--- src/rtl/shared_pkg.sv ---
//==============================================================================
// Module      : shared_pkg
// Description : Shared types and constants for the link-side DRAM transfer engine.
// Revision    : 1.0 - initial release
//==============================================================================
`default_nettype none

package shared_pkg;

    localparam int DRAM_ADDR_WIDTH = 20;
    localparam int WORDS_WIDTH     = 16;

    typedef enum logic [1:0] {
        IFMAP  = 2'd0,
        FILTER = 2'd1,
        BIAS   = 2'd2,
        PSUM   = 2'd3
    } xfer_type_e;

    typedef enum logic [2:0] {
        S_IDLE      = 3'd0,
        S_FWD       = 3'd1,
        S_FWD_DRAIN = 3'd2,
        S_BWD       = 3'd3,
        S_DONE      = 3'd4
    } xfer_state_e;

endpackage

`default_nettype wire

--- src/rtl/dram_xfer_ctrl_if.sv ---
//==============================================================================
// Module      : dram_xfer_ctrl_if
// Description : Single-port word-memory bus between the transfer engine and DRAM.
// Revision    : 1.0 - initial release
//==============================================================================
`default_nettype none

interface dram_xfer_ctrl_if #(
    parameter int ADDR_WIDTH = shared_pkg::DRAM_ADDR_WIDTH,
    parameter int DATA_WIDTH = 16
);
    logic [ADDR_WIDTH-1:0] mem_addr;
    logic                  mem_re;
    logic [DATA_WIDTH-1:0] mem_rdata;
    logic                  mem_we;
    logic [DATA_WIDTH-1:0] mem_wdata;

    modport master (output mem_addr, output mem_re, output mem_we,
                    output mem_wdata, input mem_rdata);
    modport slave  (input mem_addr, input mem_re, input mem_we,
                    input mem_wdata, output mem_rdata);
endinterface

`default_nettype wire

--- src/rtl/dram_xfer_ctrl_cursor_bank.sv ---
//==============================================================================
// Module      : xfer_cursor_bank
// Description : Per-type base and address-cursor registers with load/rewind/increment.
// Revision    : 1.0 - initial release
//==============================================================================
`default_nettype none

module xfer_cursor_bank #(
    parameter int NUM_TYPES  = 4,
    parameter int ADDR_WIDTH = 20,
    parameter int TYPE_WIDTH = 2
) (
    input  wire logic                                 link_clk,
    input  wire logic                                 reset,
    input  wire logic                                 load,
    input  wire logic [TYPE_WIDTH-1:0]                load_sel,
    input  wire logic [ADDR_WIDTH-1:0]                load_data,
    input  wire logic                                 rewind,
    input  wire logic                                 inc,
    input  wire logic [TYPE_WIDTH-1:0]                inc_sel,
    output logic      [NUM_TYPES-1:0][ADDR_WIDTH-1:0] cursors
);

    localparam logic [ADDR_WIDTH-1:0] c_one_addr = ADDR_WIDTH'(1);

    generate
        for (genvar i = 0; i < NUM_TYPES; i++) begin : g_type
            logic [ADDR_WIDTH-1:0] r_base;
            logic [ADDR_WIDTH-1:0] r_cursor;

            // A load on this index beats a simultaneous rewind.
            always_ff @(posedge link_clk or negedge reset) begin
                if (!reset) begin
                    r_base   <= '0;
                    r_cursor <= '0;
                end else if (load && (load_sel == TYPE_WIDTH'(i))) begin
                    r_base   <= load_data;
                    r_cursor <= load_data;
                end else if (rewind) begin
                    r_cursor <= r_base;
                end else if (inc && (inc_sel == TYPE_WIDTH'(i))) begin
                    r_cursor <= r_cursor + c_one_addr;
                end
            end

            assign cursors[i] = r_cursor;
        end
    endgenerate

endmodule

`default_nettype wire

--- src/rtl/dram_xfer_ctrl.sv ---
//==============================================================================
// Module      : dram_xfer_ctrl
// Description : Link-side DRAM transfer engine serving forward and backward transfers.
// Revision    : 1.0 - initial release
//==============================================================================
`default_nettype none

module dram_xfer_ctrl #(
    parameter int DATA_WIDTH  = 16,
    parameter int ADDR_WIDTH  = shared_pkg::DRAM_ADDR_WIDTH,
    parameter int WORDS_WIDTH = shared_pkg::WORDS_WIDTH,
    parameter int NUM_TYPES   = 4,
    parameter int TYPE_WIDTH  = $clog2(NUM_TYPES)
) (
    input  wire logic                   link_clk,
    input  wire logic                   reset,
    input  wire logic                   start_forward,
    input  wire logic                   start_backward,
    input  wire logic [WORDS_WIDTH-1:0] words_num,
    input  wire logic [TYPE_WIDTH-1:0]  transfer_type,
    input  wire logic                   re_from_dram,
    output logic      [DATA_WIDTH-1:0]  rdata_from_dram,
    output logic                        valid_from_dram,
    input  wire logic                   we_to_dram,
    input  wire logic [DATA_WIDTH-1:0]  wdata_to_dram,
    output logic                        transfer_done,
    input  wire logic                   base_we,
    input  wire logic [TYPE_WIDTH-1:0]  base_sel,
    input  wire logic [ADDR_WIDTH-1:0]  base_wdata,
    input  wire logic                   rewind,
    dram_xfer_ctrl_if.master            mem,
    output logic                        busy,
    output logic                        proto_err
);

    import shared_pkg::*;

    localparam logic [WORDS_WIDTH-1:0] c_one_word = WORDS_WIDTH'(1);

    xfer_state_e                          r_state;
    logic [TYPE_WIDTH-1:0]                r_type;
    logic [WORDS_WIDTH-1:0]               r_remaining;
    logic                                 r_valid;
    logic                                 r_proto_err;
    logic [NUM_TYPES-1:0][ADDR_WIDTH-1:0] w_cursors;
    logic [ADDR_WIDTH-1:0]                w_cursor;
    logic                                 w_idle;
    logic                                 w_rd_issue;
    logic                                 w_wr_issue;
    logic                                 w_last;

    assign w_idle     = (r_state == S_IDLE);
    assign w_cursor   = w_cursors[r_type];
    assign w_rd_issue = (r_state == S_FWD) && re_from_dram && (r_remaining != '0);
    assign w_wr_issue = (r_state == S_BWD) && we_to_dram && (r_remaining != '0);
    assign w_last     = (r_remaining == c_one_word);

    xfer_cursor_bank #(
        .NUM_TYPES  (NUM_TYPES),
        .ADDR_WIDTH (ADDR_WIDTH),
        .TYPE_WIDTH (TYPE_WIDTH)
    ) u_cursor_bank (
        .link_clk  (link_clk),
        .reset     (reset),
        .load      (base_we && w_idle),
        .load_sel  (base_sel),
        .load_data (base_wdata),
        .rewind    (rewind && w_idle),
        .inc       (w_rd_issue || w_wr_issue),
        .inc_sel   (r_type),
        .cursors   (w_cursors)
    );

    always_ff @(posedge link_clk or negedge reset) begin
        if (!reset) begin
            r_state     <= S_IDLE;
            r_type      <= '0;
            r_remaining <= '0;
            r_valid     <= 1'b0;
            r_proto_err <= 1'b0;
        end else begin
            r_valid <= w_rd_issue;
            if (!w_idle && (start_forward || start_backward || base_we || rewind))
                r_proto_err <= 1'b1;
            case (r_state)
                S_IDLE: begin
                    if (start_forward) begin
                        r_type      <= transfer_type;
                        r_remaining <= words_num;
                        r_state     <= (words_num == '0) ? S_DONE : S_FWD;
                        if (start_backward)
                            r_proto_err <= 1'b1;
                    end else if (start_backward) begin
                        r_type      <= transfer_type;
                        r_remaining <= words_num;
                        r_state     <= (words_num == '0) ? S_DONE : S_BWD;
                    end
                end
                S_FWD: begin
                    if (w_rd_issue) begin
                        r_remaining <= r_remaining - c_one_word;
                        if (w_last)
                            r_state <= S_FWD_DRAIN;
                    end
                end
                // Last read's data is on the bus this cycle.
                S_FWD_DRAIN: r_state <= S_DONE;
                S_BWD: begin
                    if (w_wr_issue) begin
                        r_remaining <= r_remaining - c_one_word;
                        if (w_last)
                            r_state <= S_DONE;
                    end
                end
                S_DONE:  r_state <= S_IDLE;
                default: r_state <= S_IDLE;
            endcase
        end
    end

    assign busy            = !w_idle;
    assign proto_err       = r_proto_err;
    assign transfer_done   = (r_state == S_DONE);
    assign valid_from_dram = r_valid;
    assign rdata_from_dram = r_valid ? mem.mem_rdata : '0;

    assign mem.mem_re    = w_rd_issue;
    assign mem.mem_we    = w_wr_issue;
    assign mem.mem_addr  = (w_rd_issue || w_wr_issue) ? w_cursor : '0;
    assign mem.mem_wdata = w_wr_issue ? wdata_to_dram : '0;

endmodule

`default_nettype wire

--- src/flat_wrapper.sv ---
// flat-port wrapper written by rule: the top's interface ports become plain ports
module dram_xfer_ctrl_flat import shared_pkg::*;
#(
    parameter int DATA_WIDTH  = 16,
    parameter int ADDR_WIDTH  = shared_pkg::DRAM_ADDR_WIDTH,
    parameter int WORDS_WIDTH = shared_pkg::WORDS_WIDTH,
    parameter int NUM_TYPES   = 4,
    parameter int TYPE_WIDTH  = $clog2(NUM_TYPES)
)
  (link_clk, reset, start_forward, start_backward, words_num, transfer_type, re_from_dram, rdata_from_dram, valid_from_dram, we_to_dram, wdata_to_dram, transfer_done, base_we, base_sel, base_wdata, rewind, busy, proto_err, mem_mem_addr, mem_mem_re, mem_mem_we, mem_mem_wdata, mem_mem_rdata);
  dram_xfer_ctrl_if #(.ADDR_WIDTH(ADDR_WIDTH), .DATA_WIDTH(DATA_WIDTH)) mem_i ();
  input  wire logic link_clk;
  input  wire logic reset;
  input  wire logic start_forward;
  input  wire logic start_backward;
  input  wire logic [WORDS_WIDTH-1:0] words_num;
  input  wire logic [TYPE_WIDTH-1:0] transfer_type;
  input  wire logic re_from_dram;
  output logic      [DATA_WIDTH-1:0] rdata_from_dram;
  output logic valid_from_dram;
  input  wire logic we_to_dram;
  input  wire logic [DATA_WIDTH-1:0] wdata_to_dram;
  output logic transfer_done;
  input  wire logic base_we;
  input  wire logic [TYPE_WIDTH-1:0] base_sel;
  input  wire logic [ADDR_WIDTH-1:0] base_wdata;
  input  wire logic rewind;
  output logic busy;
  output logic proto_err;
  output wire logic [$bits(mem_i.mem_addr)-1:0] mem_mem_addr;
  output wire logic [$bits(mem_i.mem_re)-1:0] mem_mem_re;
  output wire logic [$bits(mem_i.mem_we)-1:0] mem_mem_we;
  output wire logic [$bits(mem_i.mem_wdata)-1:0] mem_mem_wdata;
  input wire logic [$bits(mem_i.mem_rdata)-1:0] mem_mem_rdata;
  assign mem_mem_addr = mem_i.mem_addr;
  assign mem_mem_re = mem_i.mem_re;
  assign mem_mem_we = mem_i.mem_we;
  assign mem_mem_wdata = mem_i.mem_wdata;
  assign mem_i.mem_rdata = mem_mem_rdata;
  dram_xfer_ctrl #(.DATA_WIDTH(DATA_WIDTH), .ADDR_WIDTH(ADDR_WIDTH), .WORDS_WIDTH(WORDS_WIDTH), .NUM_TYPES(NUM_TYPES), .TYPE_WIDTH(TYPE_WIDTH)) u_core (.link_clk(link_clk), .reset(reset), .start_forward(start_forward), .start_backward(start_backward), .words_num(words_num), .transfer_type(transfer_type), .re_from_dram(re_from_dram), .rdata_from_dram(rdata_from_dram), .valid_from_dram(valid_from_dram), .we_to_dram(we_to_dram), .wdata_to_dram(wdata_to_dram), .transfer_done(transfer_done), .base_we(base_we), .base_sel(base_sel), .base_wdata(base_wdata), .rewind(rewind), .mem(mem_i), .busy(busy), .proto_err(proto_err));
endmodule
--- config.mk ---
export PLATFORM = sky130hd
export DESIGN_NAME = dram_xfer_ctrl_flat
export DESIGN_NICKNAME = d
export VERILOG_FILES = /design/src/rtl/shared_pkg.sv /design/src/rtl/dram_xfer_ctrl_if.sv /design/src/rtl/dram_xfer_ctrl_cursor_bank.sv /design/src/rtl/dram_xfer_ctrl.sv /design/src/flat_wrapper.sv
export SDC_FILE = /design/constraint.sdc
export NUM_CORES = 1
export LEC_CHECK = 0
export ABC_CLOCK_PERIOD_IN_PS = 9400
export CAP_MARGIN = 20
export CORE_AREA = 3 3 177 110
export DETAILED_ROUTE_END_ITERATION = 8
export DIE_AREA = 0 0 180 113
export GPL_ROUTABILITY_DRIVEN = 0
export GPL_TIMING_DRIVEN = 0
export PLACE_DENSITY = 0.84
export SETUP_SLACK_MARGIN = 0.05
export SLEW_MARGIN = 30
export SYNTH_ARGS = -nofsm -noshare
export SYNTH_HDL_FRONTEND = slang
export SYNTH_HIERARCHICAL = 1
export SYNTH_SLANG_ARGS = --single-unit
export TNS_END_PERCENT = 100
--- constraint.sdc ---
create_clock -name link_clk -period 9.4 [get_ports link_clk]
set_input_delay 1.41 -clock link_clk [delete_from_list [all_inputs] [get_ports link_clk]]
set_output_delay 1.41 -clock link_clk [all_outputs]
set_load 0.05 [all_outputs]
==> summary.md <==
| Metric | Value |
|---|---|
| Vias in the first global route | 9975 |
| Switching power | 1.648 mW |
| Count leader, synth | nand2_1 |
| Sequential power share | 36.7% |
| Predominant post-synthesis flop cell | dfrtp_1 |
| CP top delay family | buffers and inverters |
| Syn_area_per_cell | 8.563 sq um |
| Post CTS Setup Buffer Count | 0 |
| CP required | 7.99 ns |
| Worst-path fanout max | 10 |
| Comb power frac | 43.5% |
| Slowest CP cell | clkdlybuf4s50_1 |
| Design area | 0.01303 sq mm |
| CTS-repair resized insts | 0 |
| Ant. Diodes | 0 |
| Power Density | 293.6 mW/mm^2 |
| Internal power | 2.177 mW |
| Clock latency on the worst-skew pair | 0.45 ns |
| CP Capture Type | primary output |
| Clock transition at the registers of the reported paths | 0.06 ns |
| Gr usage total | 35.17% |
| Initial Util | 59.72% |
| Overflow after GRT | 0 |
| Largest cells by area after synthesis | dfrtp_1, nand2_1, o21ai_0 |
| Die ar. | 0.02034 sq mm |
| Core area | 0.01792 sq mm |
| Yosys top cell by area | dfrtp_1 |
| Syn Std Cell Area | 0.01070 sq mm |
| Unrepaired setup endpoints after global routing | false |
| Crit path top cell by count | clkdlybuf4s50_1 |
| Run status | complete, no violations |
| Drt drc | 0 |
| Die width | 180 um |
| Final nets | 1491 |
| Final max-slew violation count | 0 |
| Worst-Margin Slew | 0.9862 ns |
| Post-synth EDFFs | 0 |
| CTS Sinks | 183 |
| HP Class | reg2reg |
| Post-DP Area | 0.01241 sq mm |
| Die H | 113 um |
| Sequential area share after synthesis | 42.78% |
| Maximum vdd drop | 0.1597 mV |
| Max H-tree Level | 4 |
| Largest net degree at the start of global routing | 79 |
| Root Buffer | clkbuf_16 |
| Yosys warns | 6 |
| # rows | 38 |
| Share of the synthesized area in the top cell type | 42.78% |
| Detail Route Antenna Nets | 0 |
| CP Class | in2out |
| Arr. time, crit path | 3.82 ns |
| CP bufs+invs | 3 |
| Switching share of power | 43.09% |
| Worst Setup Start Kind | input port |
| Drt first pass iters | 7 |
| Synth cell count leaders | nand2_1, dfrtp_1, o21ai_0 |
| Syn_nets | 1336 |
| DR iter-0 viols | 1805 |
| Slew HR | 34.26% |
| Routed vias/inst | 6.522 |
| Vias post-DR | 10.81k |
| Synth Instances | 1250 |
| DP HPWL | 26.23 mm |
| CP peak stage delay | 0.81 ns |
| FFs w/ async S/R, synth | 100.0% |
| Per-cell routed wire length | 21.71 um |
| # hold bufs at CTS | 0 |
| First-pass GRT wire length | 55.27 mm |
| Crit path time final | 5.232 ns |
| TNS Setup | 0 ns |
| Period utilisation layout | 55.66% |
| Fin util | 72.68% |
| Final wirelength | 36.00 mm |
| Max Cap Violations | 0 |
| Area grow syn2layout | 21.71% |
| Fmax | 191.1 MHz |
| I/O Pins | 138 |
| Worst-path cell chain | clkdlybuf4s50_1 > mux2i_1 > nor2_1 > clkbuf_1 > and3_1 > clkdlybuf4s50_1 |
| Final hold vios | 0 |
| Count of cell types in the netlist | 80 |
| Clock Tree Buf Depth | 2 |
| Pleak | 5.713 nW |
| Total CTS buffers | 17 |
| Initial antenna violation count | 0 |
| Share of cells above drive strength 1 | 7.687% |
| Final setup viols | 0 |
| Clock share of power | 19.7% |
| CTS tree | yes |
| Buffers on Ports | 134 |
| Synth Register Bits | 183 |
| Worst Skew | 0.01123 ns |
[registers in the layout, indices dropped and copies added (netlist names)]
name	count
u_core/proto_err	1
u_core/r_type	2
u_core/r_remaining	16
u_core/u_cursor_bank/g_type.r_cursor	80
u_core/r_state	3
u_core/valid_from_dram	1
u_core/u_cursor_bank/g_type.r_base	80
[placed cells by master, fill, tap and decap left out, types with 11 or more instances in the layout]
cell             Yosys  layout
a21oi_1             58      58
a22oi_1             11      11
a31oi_1             14      14
and2_1              27      27
and3_1              43      43
buf_2               14      14
clkbuf_1            63      63
clkbuf_16            0      17
clkdlybuf4s50_1      0     133
dfrtp_1            183     183
inv_1               17      17
mux4_2              20      20
nand2_1            289     289
nand3_1             38      38
nand4_1             19      19
nor2_1              73      73
nor3_1              31      31
nor4_1              21      21
o21ai_0            106     106
or3_1               20      20
xnor2_1             27      27
xor2_1              25      25
[kinds of logic (layout without fill, tap and decap cells)]
family,Yosys count,in the layout,share of synthesized area (%)
XOR/XNOR,52,52,4.255
multiplexers,29,29,5.085
AND/OR/NAND/NOR,622,622,28.60
AO/OA/AOI/OAI,259,259,14.80
adder cells (fa/ha/maj),6,6,0.7013
flip-flops,183,183,42.78
buffers and inverters,99,267,3.776
[final timing paths]
path / depth (start not counted) / start / endpoint / slack [ns]
worst max-delay path: 6 / re_from_dram / mem_mem_addr[17] / 4.17
worst min-delay path: 2 / u_core/u_cursor_bank/g_type[2].r_base[4] / u_core/u_cursor_bank/g_type[2].r_base[4] / 0.48
worst max register to register: 14 / u_core/r_remaining[0] / u_core/u_cursor_bank/g_type[1].r_cursor[5] / 5.35
worst min register to register: 2 / u_core/u_cursor_bank/g_type[2].r_base[4] / u_core/u_cursor_bank/g_type[2].r_base[4] / 0.48
max in group asynchronous: 3 / reset / u_core/u_cursor_bank/g_type[2].r_cursor[16] / 7.53
min in group asynchronous: 1 / reset / u_core/u_cursor_bank/g_type[1].r_cursor[10] / 0.81
[final cells by class]
class	count	area, sq um
Fill cell	1328	4897
Timing Repair Buffer	136	1401
Clock buffer	23	508.0
Sequential cell	183	4579
Buffer	82	340.3
Inverter	17	63.81
Tap cell	240	300.3
Clock inverter	9	113.9
Multi-Input combinational cell	968	5720
[routing by layer]
| metal | vias to the layer above | wire length, um | global-route usage [%] |
|---|---|---|---|
| li1 | 4738 | - | - |
| met5 | - | 0 | 0 |
| met1 | 5185 | 14400 | 51.05 |
| met4 | 0 | 763 | 10.25 |
| met3 | 96 | 5991 | 13.75 |
| met2 | 794 | 14850 | 49.06 |
[worst min-delay path: cells and delay by family, from the launching register on]
family	cells	cell delay (ns)
flip-flops	1	0.34
AND/OR/NAND/NOR	2	0.11
[power by group through the flow]
| stage | registers, mW | clock network (mW) | logic [mW] |
|---|---|---|---|
| 2_1_floorplan | 1.28 | 0 | 1.19 |
| 3_3_place_gp | 1.38 | 0 | 1.58 |
| 3_5_place_dp | 1.38 | 0 | 1.63 |
| 4_1_cts | 1.38 | 0.758 | 1.64 |
| 5_1_grt | 1.43 | 0.790 | 1.80 |
| 6_report | 1.41 | 0.754 | 1.67 |
[through the flow]
stage	power [mW]	std cells	setup WS [ns]	hold slack, ns
floorplan	2.472	1250	5.511	0.4374
global placement	2.956	1624	-0.6905	0.4507
detailed placement	3.011	1626	4.193	0.4591
CTS	3.777	1658	4.197	0.4753
global route	4.025	1658	4.095	0.4982
finish	3.825	1658	4.168	0.4761
No activity file was read; power rests on OpenSTA's default activity.
